### config.mk
export PLATFORM = sky130hd
export DESIGN_NAME = syscall_responder
export DESIGN_NICKNAME = d
export VERILOG_FILES = /design/src/rtl/syscall_pkg.sv /design/src/rtl/byte_lane_select.sv /design/src/rtl/syscall_responder.sv
export SDC_FILE = /design/constraint.sdc
export NUM_CORES = 1
export LEC_CHECK = 0
export ABC_AREA = 1
export BUFFER_PORTS_ARGS = -buffer_cell sky130_fd_sc_hd__buf_2
export CORE_MARGIN = 5
export CORE_UTILIZATION = 53
export CTS_CLUSTER_SIZE = 30
export DETAILED_ROUTE_END_ITERATION = 8
export GPL_TIMING_DRIVEN = 0
export PLACE_DENSITY = 0.94
export SLEW_MARGIN = 20
export SYNTH_ARGS = -nofsm -noshare
export SYNTH_HDL_FRONTEND = slang
export SYNTH_SLANG_ARGS = --single-unit
### constraint.sdc
create_clock -name clock -period 4.1 [get_ports clock]
set_input_delay 0.615 -clock clock [delete_from_list [all_inputs] [get_ports clock]]
set_output_delay 0.615 -clock clock [all_outputs]
set_load 0.01 [all_outputs]
### src/rtl/syscall_pkg.sv
// Shared definitions for the syscall responder: service codes, register
// indices and the responder state encoding.
package syscall_pkg;

  localparam logic [31:0] SYS_PRINT_INT = 32'd1;
  localparam logic [31:0] SYS_PRINT_STR = 32'd4;
  localparam logic [31:0] SYS_READ_INT  = 32'd5;
  localparam logic [31:0] SYS_EXIT      = 32'd10;

  // Register file indices the syscall ABI uses ($v0 result/code, $a0 argument).
  localparam logic [4:0] V0_REG = 5'd2;
  localparam logic [4:0] A0_REG = 5'd4;

  typedef enum logic [2:0] {
    ST_IDLE      = 3'd0,
    ST_PRINT_INT = 3'd1,
    ST_PRINT_STR = 3'd2,
    ST_READ_INT  = 3'd3,
    ST_DONE      = 3'd4,
    ST_HALT      = 3'd5
  } syscall_state_e;

endpackage

### src/rtl/byte_lane_select.sv
// Picks one byte out of a memory word, little-endian: lane 0 is word[7:0].
module byte_lane_select #(
  parameter int W = 32
) (
  input  logic [W-1:0] word,
  input  logic [1:0]   lane,
  output logic [7:0]   sel_byte
);

  // Lane index scales to a bit offset of 8*lane.
  always_comb begin
    sel_byte = word[8*lane +: 8];
  end

endmodule

### src/rtl/syscall_responder.sv
// Services processor syscalls: print integer, print string (walks memory
// through the syscall address mux), read integer and exit. The core is
// stalled for the whole service and completes the instruction in DONE.
//
// Stream handshakes: an item moves on a rising edge where valid && ready are
// both high. While valid is high and ready is low, the producer holds valid
// and data stable; the consumer may raise ready at any time.
module syscall_responder
  import syscall_pkg::*;
#(
  parameter int MAX_STR_LEN = 1024,
  parameter int DATA_W      = 32
) (
  input  logic              clock,
  input  logic              reset,
  input  logic              sys_enable,
  input  logic [DATA_W-1:0] v0,
  input  logic [DATA_W-1:0] a0,
  output logic              stall,
  output logic              sys_mem,
  output logic [DATA_W-1:0] sys_addr,
  input  logic [DATA_W-1:0] mem_data,
  output logic              sys_regwrite,
  output logic [DATA_W-1:0] sys_data,
  output logic              out_valid,
  input  logic              out_ready,
  output logic              out_is_int,
  output logic [DATA_W-1:0] out_data,
  input  logic              in_valid,
  output logic              in_ready,
  input  logic [DATA_W-1:0] in_data,
  output logic              halted,
  output syscall_state_e    state_dbg
);

  localparam int CNT_W = $clog2(MAX_STR_LEN + 1);
  localparam logic [CNT_W-1:0] LAST_CNT = CNT_W'(MAX_STR_LEN - 1);

  syscall_state_e    state;
  logic [DATA_W-1:0] ptr;        // string walk pointer (byte address)
  logic [DATA_W-1:0] val;        // print-int argument or read-int result
  logic [CNT_W-1:0]  count;      // bytes emitted by the current print-string
  logic              wr_result;  // DONE must write val back to $v0
  logic [7:0]        cur_byte;
  logic              str_valid;

  byte_lane_select #(.W(DATA_W)) u_lane (
    .word     (mem_data),
    .lane     (ptr[1:0]),
    .sel_byte (cur_byte)
  );

  // Service FSM: decode in IDLE, run the service, one DONE cycle, back to IDLE.
  always_ff @(posedge clock) begin
    if (reset) begin
      state     <= ST_IDLE;
      ptr       <= '0;
      val       <= '0;
      count     <= '0;
      wr_result <= 1'b0;
    end else begin
      case (state)
        ST_IDLE: begin
          if (sys_enable) begin
            ptr       <= a0;
            val       <= a0;
            count     <= '0;
            wr_result <= 1'b0;
            case (v0)
              DATA_W'(SYS_PRINT_INT): state <= ST_PRINT_INT;
              DATA_W'(SYS_PRINT_STR): state <= ST_PRINT_STR;
              DATA_W'(SYS_READ_INT):  state <= ST_READ_INT;
              DATA_W'(SYS_EXIT):      state <= ST_HALT;
              default:                state <= ST_DONE;
            endcase
          end
        end
        ST_PRINT_INT: begin
          if (out_ready) state <= ST_DONE;
        end
        ST_PRINT_STR: begin
          if (cur_byte == 8'd0) begin
            state <= ST_DONE;
          end else if (out_ready) begin
            ptr   <= ptr + 1'b1;
            count <= count + 1'b1;
            if (count == LAST_CNT) state <= ST_DONE;
          end
        end
        ST_READ_INT: begin
          if (in_valid) begin
            val       <= in_data;
            wr_result <= 1'b1;
            state     <= ST_DONE;
          end
        end
        ST_DONE: begin
          wr_result <= 1'b0;
          state     <= ST_IDLE;
        end
        ST_HALT: state <= ST_HALT;
        default: state <= ST_IDLE;
      endcase
    end
  end

  // Output decode from the registered state; the string byte comes straight
  // from the combinational memory read of sys_addr.
  always_comb begin
    stall        = (state == ST_IDLE && sys_enable) || (state == ST_PRINT_INT) ||
                   (state == ST_PRINT_STR) || (state == ST_READ_INT) ||
                   (state == ST_HALT);
    sys_mem      = (state == ST_PRINT_STR);
    sys_addr     = sys_mem ? {ptr[DATA_W-1:2], 2'b00} : '0;
    str_valid    = sys_mem && (cur_byte != 8'd0);
    out_valid    = (state == ST_PRINT_INT) || str_valid;
    out_is_int   = (state == ST_PRINT_INT);
    out_data     = (state == ST_PRINT_INT) ? val :
                   str_valid ? {{(DATA_W-8){1'b0}}, cur_byte} : '0;
    in_ready     = (state == ST_READ_INT);
    sys_regwrite = (state == ST_DONE) && wr_result;
    sys_data     = sys_regwrite ? val : '0;
    halted       = (state == ST_HALT);
    state_dbg    = state;
  end

endmodule

# Word-level counts from Yosys, hierarchy flattened
# Cells that the tools add are included.
# op_classes
reduce_logical	18
shift	1
n_addsub	2
mux	25
n_eq_ne	17
# ops
op	n
2-to-1 mux 32 bit	7
one-hot mux 32 bit (2 select lines)	2
== test 32 x 3 -> 1 bit (second input constant)	2
2-to-1 mux 11 bit	3
adder 32 x 1 -> 32 bit (second input constant)	1
== test 32 x 1 -> 1 bit (second input constant)	1
== test 32 x 4 -> 1 bit (second input constant)	1
variable part select 32 x 6 -> 8 bit	1
one-hot mux 11 bit (2 select lines)	1
2-to-1 mux 3 bit	6
one-hot mux 3 bit (5 select lines)	1
one-hot mux 3 bit (4 select lines)	1
adder 11 x 1 -> 11 bit (second input constant)	1
== test 11 x 10 -> 1 bit (second input constant)	1
zero test 8 bit	1
2-to-1 mux 8 bit	1
inequality test 2 bit (second input constant)	4
nonzero test 8 bit	1
== test 3 x 2 -> 1 bit (second input constant)	2
== test 3 bit (second input constant)	2
inequality test 3 x 1 -> 1 bit (second input constant)	2
AND reduction 3 bit	2
logical OR 1 bit	5
AND reduction 5 bit	1
other kinds (9)	13
# totals
input_bits	133
register_bits	79
word_cells	68

# Depth between registers and ports, before layout
# Gate-level depths: netlist of the first run.
# depth
ltp_word	6
ltp_mapped	15

# Cells and area by module
# Synthesis of the first run repeated with hierarchy kept, for this count alone.
# hier_totals
cells_unflattened	1043
area_unflattened_um2	5783.0
# by_module_without_submodules
module	area_each_um2	cells_per_inst	n_inst
syscall_responder	5387.7	949	1
byte_lane_select	395.4	94	1

# Worst setup path before layout of the first run
# No wires, ideal clock.
# synth_path
path_type	register -> output
start	reg state[0] (netlist: state_dbg[0])
end	out out_data[2]
path_buffers	1
t_required_ns	3.485
path_slack_ns	1.842
arrival_time_ns	1.643
path_stages_with_launch	7
cell_sequence	dfxtp_1 -> inv_2 -> or2_2 -> nor2_1 -> inv_1 -> clkbuf_1 -> o22ai_1
# synth_via
elab_cells_between_ends	5
cone_classes	eq/ne (2); mux (2); reduce/logical (1)
# synth_lines
item	line_no	rtl
start, declared	syscall_responder.sv:39	syscall_state_e state;
start signal, assigned	syscall_responder.sv:56	state <= ST_IDLE;
start signal, assigned	syscall_responder.sv:70	DATA_W'(SYS_PRINT_INT): state <= ST_PRINT_INT;
start signal, assigned	syscall_responder.sv:71	DATA_W'(SYS_PRINT_STR): state <= ST_PRINT_STR;
== test 3 x 1 -> 1 bit	--	
named net out_is_int	syscall_responder.sv:27	output logic out_is_int,
2-to-1 mux 32 bit	syscall_responder.sv:118	out_data = (state == ST_PRINT_INT) ? val :
end, declared	syscall_responder.sv:28	output logic [DATA_W-1:0] out_data,
# The timed path passes the listed nets, and every way through them passes these cells.

# Worst setup path in the final report of the first run
# layout_path
start	reg state[2] (netlist: state_dbg[2])
end	out sys_addr[5]
# layout_via
elab_chain_cells	2
# layout_rtl
item	line_no	rtl
== test 3 x 2 -> 1 bit	syscall_responder.sv:113	sys_mem = (state == ST_PRINT_STR);
2-to-1 mux 32 bit	syscall_responder.sv:114	sys_addr = sys_mem ? {ptr[DATA_W-1:2], 2'b00} : '0;
end, declared	syscall_responder.sv:21	output logic [DATA_W-1:0] sys_addr,
# Every way passes these cells.

==> results.py, run 1 <==
metrics = {
    "place": {
        "io_buffer_count": 235,
        "globalplace.congestion": 1.01,
        "place_inst": 1363,
        "dp_hpwl_mm": 16.6,
        "place_area_mm2": 0.00696,
    },
    "route": {
        "wl_mm": 21.0,
        "drt_first_pass_iters": 6,
        "antenna_left": 0,
        "drc_errors": 0,
        "via_count": 7441,
        "routed_via_density": 5.39,
        "drt_iter0_markers": 914,
        "wl_per_cell_um": 15.2,
    },
    "power": {
        "p_leak_uw": 0.00369,
        "powerDensity_mw_per_mm2": 526,
        "ir_drop_mv": 0.243,
    },
    "clocking": {
        "cts_resized": 0,
        "clockRootBuffer": "clkbuf_8",
        "ctsHoldBuffers": 0,
        "htree_levels": 3,
        "numClockSinks": 79,
        "cts_buffers": 9,
        "clk_pin_slew_worst_paths_ps": 90,
        "tritoncts": "yes",
        "clk_path_buf_depth": 2,
        "post_cts_buffers": 0,
        "clock_latency_ps": 380,
    },
    "worst_setup_path": {
        "r2r_start": "ptr[0]",
        "r2r_slack_ps": 1780,
        "crit_required_ps": 3480,
        "reg2regPathDepth": 14,
        "worstSetupStartpointType": "flop",
        "reg2reg_to": "ptr[10]",
        "cp.arrival_ps": 2750,
        "path_class": "reg2out",
        "end_kind": "primary output",
        "path_max_fanout": 10,
    },
    "timing": {
        "clock_skew_ps": 13.8,
        "worstMarginPinSlew_ps": 713,
        "drv_slew": 0,
        "min_period_ps": 3370,
        "setup_viol": 0,
        "finalHoldViolations": 0,
        "rsz0062_at_grt": "no",
        "fin_tns_setup_ps": 0,
        "slew_headroom_pct": 52.5,
        "fmax_mhz": 297,
        "final.period_utilization_pct": 82.1,
    },
    "logic_synthesis": {
        "syn_area_mm2": 0.00561,
        "yosysWarnings": 0,
        "synth_cells": 991,
        "ys_seq_area_share_pct": 28.2,
        "synth.distinct_cells": 39,
        "avgSynthCellArea_um2": 5.66,
        "synth-seq-cells": 79,
    },
    "cells_and_area": {
        "fillers": 941,
        "drive_gt1_share_pct": 23.5,
        "final_cell_mix": "nand2_1, buf_2, nor2_1, inv_1, dfxtp_1",
        "mostFrequentLayoutCell": "nand2_1",
        "instances_no_fill": 1380,
        "final_nets": 1373,
        "design_area_mm2": 0.00717,
        "syn_to_final_growth_pct": 27.8,
    },
    "global_route": {
        "grt_usage_pct": 31.6,
        "grt-ovfl-total": 0,
        "grt_pass1_wl_mm": 32.9,
        "antenna_found_initial": 1,
        "grt_max_degree": 17,
        "grt_pass1_vias": 6791,
    },
    "floorplanning": {
        "io-pin-count": 239,
        "die_x_um": 113,
        "std_cell_rows": 37,
        "die_area_mm2": 0.0127,
        "die_h_um": 113,
        "coreArea_mm2": 0.0103,
        "initial_core_util_pct": 54.3,
    },
    "run_status": {
        "status": "finished clean",
    },
    "run": {
        "maxCapViolCount": 0,
    },
    "worst_hold_path": {
        "min_path_type": "reg2reg",
        "whs_endpoint": "count[10]",
        "hold_start": "count[10]",
        "hold-path-cell-count": 2,
    },
}
==> cells in the mapped netlist (all sizes together) <==
library cell / number / area (um^2)
nand4: 13 / 81.3
a21oi: 72 / 360
mux2i: 3 / 30.0
a22oi: 2 / 15.0
a221oi: 4 / 35.0
inv: 123 / 464
o21ai: 84 / 432
buf: 26 / 158
nor3: 30 / 150
o31ai: 2 / 15.0
nand3b: 2 / 15.0
nor3b: 1 / 7.51
clkbuf: 24 / 90.1
conb: 1 / 3.75
xnor2: 1 / 8.76
xor2: 9 / 78.8
ha: 2 / 25.0
nand3: 41 / 215
and2: 1 / 6.26
dfxtp: 79 / 1580
o22ai: 8 / 50.1
nand2: 291 / 1100
nor4: 3 / 18.8
a31oi: 1 / 6.26
o211ai: 1 / 7.51
or2: 2 / 12.5
nor2: 165 / 637
==> final cells by class <==
type | instances | area (um^2) | area share (%)
Multi-Input combinational cell | 740 | 3320 | 46.3
Sequential cell | 79 | 1580 | 22.1
Timing Repair Buffer | 235 | 1180 | 16.4
Inverter | 123 | 464 | 6.48
Buffer | 50 | 248 | 3.46
Tap cell | 136 | 170 | 2.37
Clock buffer | 9 | 124 | 1.73
Clock inverter | 7 | 83.8 | 1.17
Antenna cell | 1 | 2.50 | 0.0349
==> metal layers <==
layer	global-route usage (%)	up-vias	routed length [um]
li1	-	3635	-
met1	38.8	3269	7910
met2	53.5	469	9850
met3	7.01	68	2410
met4	13.1	0	814
met5	0	-	0
==> cell families after synthesis <==
family / Yosys count / share of synthesized area, %
simple gates: 549 / 40.1
compound gates: 174 / 16.4
buf+inv: 173 / 12.7
flops: 79 / 28.2
xor+xnor: 10 / 1.56
mux: 3 / 0.536
fa+ha+maj: 2 / 0.446
other cells: 1 / 0.0669
==> registers in the layout, indices dropped and copies added, names as in the netlist <==
register	count
count	11
ptr	32
state_dbg	3
val	32
wr_result	1
==> worst max-delay path: stages, from the launching register on <==
cell and delay (ps):
dfxtp_1 450, inv_2 70, nand2_2 140, nor2_4 100
inv_2 150, buf_2 250, buf_1 550, buf_2 390
nor2_1 120, buf_2 160
==> worst max path at each step <==
stage / start / endpoint / slack [ps]
floorplan: state_dbg[0] / out_data[2] / 1840
global placement: state_dbg[2] / sys_addr[5] / 1240
detailed placement: state_dbg[2] / sys_addr[5] / 1250
CTS: state_dbg[2] / sys_addr[5] / 830
global route: state_dbg[2] / sys_addr[5] / 700
finish: state_dbg[2] / sys_addr[5] / 730
==> where the power goes <==
part | switching [uW] | internal (uW)
logic | 1310 | 619
clock network | 335 | 293
registers | 182 | 1030
total | 1830 | 1940
==> stage by stage <==
stage	util, %	worst slack (ps)	power, uW	hold slack, ps
after global routing	69.4	701	4030	487
after detailed placement	67.4	1250	3100	458
after global placement	67.4	1240	3050	453
final	69.4	735	3770	471
after CTS	69.4	833	3720	472
after floorplan	-	1840	2480	444
Power figures use the tool's default switching activity.
==> run 2: changes to the inputs <==
--- a/config.mk
+++ b/config.mk
@@ -8,11 +8,11 @@
 export ABC_AREA = 1
 export BUFFER_PORTS_ARGS = -buffer_cell sky130_fd_sc_hd__buf_2
 export CORE_MARGIN = 5
-export CORE_UTILIZATION = 53
+export CORE_UTILIZATION = 49
 export CTS_CLUSTER_SIZE = 30
 export DETAILED_ROUTE_END_ITERATION = 8
 export GPL_TIMING_DRIVEN = 0
-export PLACE_DENSITY = 0.94
+export PLACE_DENSITY = 0.88
 export SLEW_MARGIN = 20
 export SYNTH_ARGS = -nofsm -noshare
 export SYNTH_HDL_FRONTEND = slang
==> constraint.sdc (replaced) <==
create_clock -name clock -period 3.53 [get_ports clock]
set_input_delay 0.5295 -clock clock [delete_from_list [all_inputs] [get_ports clock]]
set_output_delay 0.5295 -clock clock [all_outputs]
set_load 0.01 [all_outputs]
==> results.py, run 2 (synthesized netlist as in run 1, its figures left out) <==
metrics = {
    "route": {
        "drt_iter0_markers": 947,
        "drc_errors": 0,
        "routed_via_density": 5.30,
        "via_count": 7348,
        "drt_first_pass_iters": 5,
        "wl_mm": 21.3,
        "wl_per_cell_um": 15.3,
        "antenna_left": 0,
    },
    "worst_setup_path": {
        "r2r_start": "ptr[0]",
        "r2r_slack_ps": 1200,
        "cp.arrival_ps": 2780,
        "reg2regPathDepth": 14,
        "slowest_stage": "buf_1",
        "path_max_fanout": 10,
        "crit_required_ps": 3000,
        "reg2reg_to": "ptr[24]",
        "critical_path.cell_chain": "inv_2, nand2_2, nor2_4, inv_2, buf_2, buf_1, buf_2, nor2_1, buf_2",
        "worstSetupStartpointType": "flop",
        "end_kind": "primary output",
        "path_class": "reg2out",
        "cp_slowest_stage_delay_ps": 590,
        "crit_path_frequent_cell": "buf_2",
    },
    "place": {
        "globalplace.congestion": 0.983,
        "io_buffer_count": 235,
        "dp_hpwl_mm": 16.7,
    },
    "timing": {
        "setup_viol": 0,
        "finalHoldViolations": 0,
        "drv_slew": 0,
        "fin_tns_setup_ps": 0,
        "fmax_mhz": 303,
        "final.period_utilization_pct": 93.6,
        "worstMarginPinSlew_ps": 716,
        "rsz0062_at_grt": "no",
        "slew_headroom_pct": 52.3,
        "min_period_ps": 3310,
        "clock_skew_ps": 7.27,
    },
    "clocking": {
        "numClockSinks": 79,
        "tritoncts": "yes",
        "clk_pin_slew_worst_paths_ps": 70,
        "cts_buffers": 9,
        "cts_resized": 0,
        "post_cts_buffers": 0,
        "clk_path_buf_depth": 2,
        "ctsHoldBuffers": 0,
        "clock_latency_ps": 340,
        "htree_levels": 3,
        "clockRootBuffer": "clkbuf_16",
    },
    "cells_and_area": {
        "biggestRegsByFlops": "ptr x32, val x32, count x11",
        "final_cell_mix": "nand2_1, buf_2, nor2_1, inv_1, dfxtp_1",
        "mostFrequentLayoutCell": "nand2_1",
        "final_nets": 1373,
        "drive_gt1_share_pct": 23.5,
        "post-route-util_pct": 64.1,
        "syn_to_final_growth_pct": 29.4,
    },
    "worst_hold_path": {
        "hold_start": "count[10]",
        "min_path_type": "reg2reg",
        "whs_endpoint": "count[10]",
        "hold-path-cell-count": 2,
    },
    "global_route": {
        "grt_pass1_wl_mm": 31.7,
        "grt-ovfl-total": 0,
        "grt_usage_pct": 29.2,
        "antenna_found_initial": 0,
        "grt_pass1_vias": 6442,
        "grt_max_degree": 17,
    },
    "run": {
        "maxCapViolCount": 0,
    },
    "run_status": {
        "status": "finished clean",
    },
    "floorplanning": {
        "die_x_um": 117,
        "initial_core_util_pct": 49.5,
        "die_area_mm2": 0.0137,
        "coreArea_mm2": 0.0113,
        "die_h_um": 117,
        "std_cell_rows": 39,
        "io-pin-count": 239,
    },
    "power": {
        "p_leak_uw": 0.00372,
        "ir_drop_mv": 0.320,
        "powerDensity_mw_per_mm2": 632,
    },
}
run 2: cell types whose count changed in the layout (fill, tap and decap cells not counted), sizes merged:
cell and delta:
bufinv -1, clkinvlp +1
run 2: cell type report:
type	instances	area, um^2
clock buffer	9	225
antenna	1	2.50
buffer	50	248
clock inverter	7	63.8
sequential	79	1580
timing repair buffer	235	1180
inverter	123	464
multi-input combinational	740	3320
tap	143	179
fill	1081	4060
run 2: per-stage QoR:
stage / setup slack [ps] / cells / power (uW) / instance area (um^2) / hold WS [ps]
after floorplan: 1360 / 992 / 2890 / 5610 / 444
after global placement: 697 / 1370 / 3570 / 6970 / 454
after detailed placement: 682 / 1370 / 3620 / 6970 / 461
after CTS: 313 / 1386 / 4540 / 7250 / 470
after global routing: 166 / 1386 / 4890 / 7250 / 507
final: 224 / 1387 / 4590 / 7260 / 468
run 2: critical path, delay by kind of cell (launching register included):
family / cells / cell delay (ps)
flops: 1 / 450
buf+inv: 6 / 1620
simple gates: 3 / 350
run 2: worst max-delay path by stage:
| stage | slack (ps) | depth (start not counted) | startpoint | endpoint |
|---|---|---|---|---|
| after floorplan | 1360 | 6 | state_dbg[0] | out_data[2] |
| after global placement | 700 | 9 | state_dbg[2] | sys_addr[5] |
| after detailed placement | 680 | 9 | state_dbg[2] | sys_addr[10] |
| after CTS | 310 | 9 | state_dbg[2] | sys_addr[10] |
| after global routing | 170 | 9 | state_dbg[2] | sys_addr[5] |
| final | 220 | 9 | state_dbg[2] | sys_addr[10] |
run 2: power breakdown:
part	switching (uW)	internal (uW)	leakage, uW
clock network	436	493	0.000136
logic	1530	720	0.00294
registers	212	1200	0.000652
run 2: routing by layer:
metal	up-vias	part of all wire (%)	track usage, %	routed length (um)
met1	3223	40	38.4	8570
met2	439	47	49.3	9910
met4	0	2.9	9.79	615
met5	-	0	0	0
met3	56	10	4.01	2160
li1	3630	-	-	-
